## config.mk

```make
export PLATFORM = sky130hd
export DESIGN_NAME = if_stage
export DESIGN_NICKNAME = d
export VERILOG_FILES = /design/src/rtl/if_stage.sv
export SDC_FILE = /design/constraint.sdc
export NUM_CORES = 1
export LEC_CHECK = 0
export CORE_MARGIN = 2
export CORE_UTILIZATION = 55
export CTS_BUF_LIST = sky130_fd_sc_hd__clkbuf_4 sky130_fd_sc_hd__clkbuf_8
export CTS_CLUSTER_SIZE = 20
export DETAILED_ROUTE_END_ITERATION = 16
export MAX_ROUTING_LAYER = met4
export PLACE_DENSITY = 0.83
export SLEW_MARGIN = 15
export SYNTH_ARGS = -nofsm -noshare
export SYNTH_HDL_FRONTEND = slang
export SYNTH_SLANG_ARGS = --single-unit
```

## constraint.sdc

```tcl
create_clock -name clk -period 4.08 [get_ports clk]
set_input_delay 1.02 -clock clk [delete_from_list [all_inputs] [get_ports clk]]
set_output_delay 1.02 -clock clk [all_outputs]
set_load 0.05 [all_outputs]
```

## src/rtl/if_stage.sv

```systemverilog
// MeMIPS instruction-fetch stage: PC, imem requests, 2-entry
// instruction queue, valid/ready to decode, redirect flush.
module if_stage #(
  parameter logic [31:0] RESET_PC = 32'hBFC0_0000
) (
  input  logic        clk,
  input  logic        rst,
  output logic        imem_req,
  output logic [31:0] imem_addr,
  input  logic [31:0] imem_rdata,
  input  logic        br_valid,
  input  logic [31:0] br_target,
  output logic        id_valid,
  input  logic        id_ready,
  output logic [31:0] id_pc,
  output logic [31:0] id_inst,
  output logic        id_exc_adel
);

  typedef struct packed {
    logic [31:0] pc;
    logic [31:0] inst;
    logic        adel;
  } entry_t;

  entry_t      q0;
  entry_t      q1;
  logic [1:0]  occ;
  logic [31:0] pc;
  logic        epoch;
  logic        infl;
  logic [31:0] infl_pc;
  logic        infl_ep;

  logic        redir;
  logic [31:0] fpc;
  logic        pop;
  logic        push;
  logic [1:0]  occ_eff;
  logic [2:0]  demand;
  entry_t      new_e;

  // Fetch PC, issue decision and the entry built from a response
  always_comb begin
    redir   = br_valid && !rst;
    fpc     = redir ? br_target : pc;
    id_valid = (occ != 2'd0) && !rst;
    pop     = id_valid && id_ready;
    occ_eff = redir ? 2'd0 : (occ - {1'b0, pop});
    demand  = {1'b0, occ_eff} + {2'b00, infl};
    imem_req  = !rst && (demand < 3'd2);
    imem_addr = {fpc[31:2], 2'b00};
    push = infl && !redir && !rst && (infl_ep == epoch);
    new_e.pc   = infl_pc;
    new_e.adel = |infl_pc[1:0];
    new_e.inst = new_e.adel ? 32'h0 : imem_rdata;
    id_pc       = q0.pc;
    id_inst     = q0.inst;
    id_exc_adel = q0.adel;
  end

  // PC, epoch and in-flight request tracking
  always_ff @(posedge clk) begin
    if (rst) begin
      pc      <= RESET_PC;
      epoch   <= 1'b0;
      infl    <= 1'b0;
      infl_pc <= 32'h0;
      infl_ep <= 1'b0;
    end else begin
      pc      <= imem_req ? fpc + 32'd4 : fpc;
      epoch   <= epoch ^ redir;
      infl    <= imem_req;
      infl_pc <= fpc;
      infl_ep <= epoch ^ redir;
    end
  end

  // Two-entry queue with q0 as head; redirect empties it
  always_ff @(posedge clk) begin
    if (rst) begin
      q0  <= '0;
      q1  <= '0;
      occ <= 2'd0;
    end else if (redir) begin
      occ <= 2'd0;
    end else begin
      unique case ({push, pop})
        2'b11: begin
          if (occ == 2'd2) begin
            q0 <= q1;
            q1 <= new_e;
          end else begin
            q0 <= new_e;
          end
        end
        2'b01: begin
          q0  <= q1;
          occ <= occ - 2'd1;
        end
        2'b10: begin
          if (occ == 2'd0) q0 <= new_e;
          else             q1 <= new_e;
          occ <= occ + 2'd1;
        end
        default: ;
      endcase
    end
  end

endmodule

```

# Word level (Yosys, flattened, before mapping)
# Index checks and enable logic that the tools add are counted.
[totals]
reg_bits = 197
inputBits = 68
out_inout_bits = 99
word_cells = 52
[classes]
add_sub_neg = 5
order_cmp = 1
n_eq_ne = 7
muxes = 11
n_bitwise = 1
reduce_logical = 17
[ops]
columns = ["operator", "n"]
rows = [
  ["2-to-1 mux 65 bit", 4],
  ["case mux 65 bit (3 select lines)", 1],
  ["case mux 65 bit (2 select lines)", 1],
  ["2-to-1 mux 32 bit", 3],
  ["adder 32 x 3 -> 32 bit, second input constant", 1],
  ["== test 2 bit, second input constant", 3],
  ["logical AND 1 bit", 6],
  ["!= test 2 bit, second input constant", 3],
  ["nonzero test 2 bit", 3],
  ["case mux 2 bit (2 select lines)", 1],
  ["AND reduction 4 bit", 1],
  ["OR reduction 2 bit", 2],
  ["adder 2 x 1 -> 3 bit", 1],
  ["< comparator 3 x 2 -> 1 bit, second input constant", 1],
  ["AND reduction 3 bit", 1],
  ["nonzero test 3 bit", 1],
  ["adder 2 x 1 -> 2 bit, second input constant", 1],
  ["== test 2 x 1 -> 1 bit, second input constant", 1],
  ["logical NOT 1 bit", 2],
  ["logical NOT 2 bit", 1],
  ["2-to-1 mux 2 bit", 1],
  ["subtractor 2 x 1 -> 2 bit", 1],
  ["subtractor 2 x 1 -> 2 bit, second input constant", 1],
  ["NOT 1 bit", 1],
]

# Longest topological paths before layout
[depth]
depth_word = 9
mapped_depth = 14
mapped_depth_nobuf = 9

# Worst setup path before layout
# No wires, ideal clock.
[synth_timing]
path_type = "input-to-reg"
start = "in rst"
end = "reg pc[19]"
setup_ns = 0.123
arrival_time_ns = 3.971
required_ns = 3.957
setup_slack_ns = -0.015
path_stages = 12
cell_sequence = "buf_6 -> inv_1 -> clkbuf_1 -> and3_1 -> ha_1 -> xor2_1 -> a211oi_2 -> nand3_2 -> or2_1 -> buf_6 -> nor3_2 -> mux2_1"
[synth_via]
elab_chain_cells = 9
[synth_rtl]
columns = ["item", "line_no", "rtl"]
rows = [
  ["start: declaration", "7", "input logic rst,"],
  ["logical NOT 1 bit *", "45, 47, 51", ""],
  ["logical AND 1 bit", "47", "id_valid = (occ != 2'd0) && !rst;"],
  ["logical AND 1 bit", "48", "pop = id_valid && id_ready;"],
  ["subtractor 2 x 1 -> 2 bit", "49", "occ_eff = redir ? 2'd0 : (occ - {1'b0, pop});"],
  ["2-to-1 mux 2 bit", "49", ""],
  ["adder 2 x 1 -> 3 bit", "50", "demand = {1'b0, occ_eff} + {2'b00, infl};"],
  ["< comparator 3 x 2 -> 1 bit", "51", "imem_req = !rst && (demand < 3'd2);"],
  ["logical AND 1 bit *", "51", ""],
  ["named net imem_req", "8", "output logic imem_req,"],
  ["2-to-1 mux 32 bit *", "71", "pc <= imem_req ? fpc + 32'd4 : fpc;"],
  ["end signal: assignment", "71", ""],
  ["end: declaration", "29", "logic [31:0] pc;"],
]
# Mark *: on every way through the listed nets, which the timed path passes. The rest lies on a longest branch.
# A chain may end at the register's enable or synchronous reset.

# Worst setup path in the final report
[layout_timing]
start = "in id_ready"
end = "out imem_req"
[layout_via]
elab_chain_cells = 6
[layout_rtl]
columns = ["item", "line_no", "rtl"]
rows = [
  ["start: declaration", "14", "input logic id_ready,"],
  ["logical AND 1 bit", "48", ""],
  ["subtractor 2 x 1 -> 2 bit", "49", ""],
  ["2-to-1 mux 2 bit", "49", ""],
  ["adder 2 x 1 -> 3 bit", "50", ""],
  ["< comparator 3 x 2 -> 1 bit", "51", ""],
  ["logical AND 1 bit", "51", ""],
  ["end: declaration", "8", ""],
]
# No other way between the ends.

==> key figures <==
Cells and area
  – Layout cells sized above 1: 9.924%
  – # diodes: 0
  – Post-layout util: 70.43%
  – Design area: 11680 µm²
  – Area growth syn-to-layout: 25.44%
  – Nets@finish: 1373

Logic synthesis
  – Syn_area_per_cell: 7.845 µm²
  – Most frequent cell after synthesis: nand2_1
  – Yosys top cell by area: dfxtp_1
  – Top_reg_cell synth: dfxtp_1
  – Post-synth EDFFs: 0
  – Synthesized cell area: 9311 µm²
  – Synth async-reset ratio: 0%
  – Synth cell types: 52
  – Area fraction of the dominant cell type after synthesis: 41.92%
  – Commonest cells post-synth: nand2_1, dfxtp_1, a21oi_1
  – Gate Count Post-Synth: 1187
  – Top cells by area, synth: dfxtp_1, nand2_1, a21oi_1, a311oi_1, a221oi_1
  – YS warnings: 0
  – Number of synthesized register bits: 195
  – Register area share after synthesis: 41.92%

Global routing
  – M1 GR Usage: 40.09%
  – Global-route track usage on met2: 46.21%
  – Pin count of the biggest net entering global routing: 83
  – GRT overflow: 0
  – All-Layer GR Usage: 30.00%
  – Initial antenna violation count: 0
  – First-pass GRT wire length: 42880 µm
  – GR peak layer: met2
  – Met3 usage: 5.215%
  – Vias in the first global route: 8615

STA
  – Total negative slack: 0 ns
  – RSZ-0062 raised after global routing: no
  – Max-slew violations: 0
  – Worst-margin pin slew: 1.109 ns
  – Crit path time final: 3.712 ns
  – Final cycle utilization of the critical path: 90.98%
  – Setup violators final: 0
  – Final Hold Violating Endpoints: 0
  – F_max: 0.2694 GHz
  – Slew HR: 26.09%
  – Skew final: 0.01134 ns

Run
  – Max cap viols: 0

Clocking
  – Setup bufs post-CTS: 0
  – H-Tree Depth: 4
  – Clk slew on worst S/H paths: 0.09 ns
  – Clock Tree Buf Depth: 2
  – Hold buffers post-CTS: 0
  – Worst-skew pair later-pin latency: 0.47 ns
  – PostCTS Resize Cnt: 0
  – CTS Buf Count: 17
  – Clock Sinks: 195
  – CTS root buffer: clkbuf_8
  – TritonCTS clock tree: built

Critical path
  – CP cell instances: clkdlybuf4s50_1 > and3_1 > ha_1 > nor3b_1 > a211oi_4 > buf_12
  – Max FO, Critical Path: 5
  – CP max stage delay: 0.50 ns
  – Startpoint Class: input pin
  – Critical Path AT: 2.69 ns
  – Crit. End Element: output port
  – Critical path data required time: 3.06 ns
  – Family with the most delay on the worst path: buffers and inverters
  – Critical setup path kind: in2out
  – CP max-delay cell: clkdlybuf4s50_1
  – Worst path bufs/invs: 2

Die
  – Die Ht: 134.1 µm
  – Core area: 16580 µm²
  – Row Count: 47
  – Initial Utilization: 56.15%
  – Full die area: 17990 µm²
  – Ports: 167
  – Die Wd: 134.1 µm

Placement
  – Hpwl dp: 17080 µm
  – Cell Area, Placed: 11280 µm²
  – Input/output buffers: 164
  – Gpl congestion: 0.9223

Routing
  – Via/cell ratio: 6.127
  – Total Wirelength: 26220 µm
  – Detailed Routing Iterations Pass 1: 8
  – Initial drt markers: 1186
  – Drc violations: 0
  – Remaining antenna violation count: 0
  – Vias: 9374
  – WL/cell: 17.13 µm

Pwr
  – Leakage: 0.004254 µW
  – Maximum vdd drop: 0.2277 mV
  – PwrDens: 352.1 nW/µm²

Worst hold path
  – Hold WC Path Type: reg2reg

Outcome
  – Status: completed
-- worst paths after layout --
| check | from | end | slack (ns) | depth (start not counted) |
|---|---|---|---|---|
| setup / recovery | id_ready | imem_req | 0.37 | 6 |
| hold / removal | q1[20]$_SDFFE_PP0P_ | q1[20]$_SDFFE_PP0P_ | 0.47 | 2 |
| setup reg to reg | occ[0]$_SDFFE_PP0N_ | pc[14]$_SDFF_PP0_ | 0.93 | 9 |
| hold reg to reg | q1[20]$_SDFFE_PP0P_ | q1[20]$_SDFFE_PP0P_ | 0.47 | 2 |
-- sequential cells by signal, indices dropped and copies added, names as in the netlist --
register and flops:
q1 65, id_inst 32, id_pc 32, pc 32
infl_pc 30, occ 2, id_exc_adel 1, infl 1
-- power by group --
part / switching, µW / leakage, µW / internal [µW]
Combinational: 505 / 0.00247 / 300
Clock: 679 / 0.000202 / 619
Sequential: 44.0 / 0.00158 / 1970
Total: 1230 / 0.00425 / 2880
-- logic make-up after synthesis --
group	Yosys count	share of synthesized area (%)
buffers and inverters	136	6.020
XOR/XNOR	11	1.035
other	1	0.04027
adder cells (fa/ha/maj)	6	0.8062
multiplexers	46	5.429
AO/OA/AOI/OAI	291	21.54
AND/OR/NAND/NOR	501	23.21
flip-flops	195	41.92
-- through the flow --
stage	instances	worst slack [ns]	hold WS, ns	power [µW]
floorplan	1188	0.2391	0.4449	2534
global placement	1500	0.4164	0.4519	2835
detailed placement	1500	0.3697	0.4596	2848
CTS	1530	0.3785	0.4725	4123
global route	1530	0.1951	0.4876	4271
finish	1530	0.3680	0.4739	4113
-- worst min-delay path: stages, from the launching register on --
cell and delay [ns]:
dfxtp_1 0.33, nand2_1 0.05, a21oi_1 0.05
-- area by class of cell --
cell class                 instances  area (µm²)
sequential                       195        3904
timing repair buffer             203        2081
inverter                          25       93.84
multi-input combinational        857        4923
tap                              220       275.3
clock buffer                      18       247.7
clock inverter                    12       155.1
fill                            1329        4903
-- routing by layer --
metal / share of wire, % / wire [µm] / vias to the layer above
li1: - / - / 4437
met1: 42 / 11000 / 4382
met3: 9.0 / 2363 / 68
met2: 46 / 12120 / 487
met4: 2.8 / 729 / 0
met5: 0 / 0 / -
-- cell usage in the layout (no fill, tap or decap), types with 8 or more instances in the layout --
master and n:
and2_1 12, inv_1 25, o21ai_0 10, nand2_1 259, mux2_2 8, nor3_1 12, nand3_1 76, buf_12 18
mux2i_1 33, buf_4 53, and3_1 10, xnor2_1 8, a311oi_1 66, a221oi_1 65, nor2_1 105, clkbuf_8 18
a21oi_1 134, clkdlybuf4s50_1 131, dfxtp_1 195
Power figures use the tool's default switching activity.
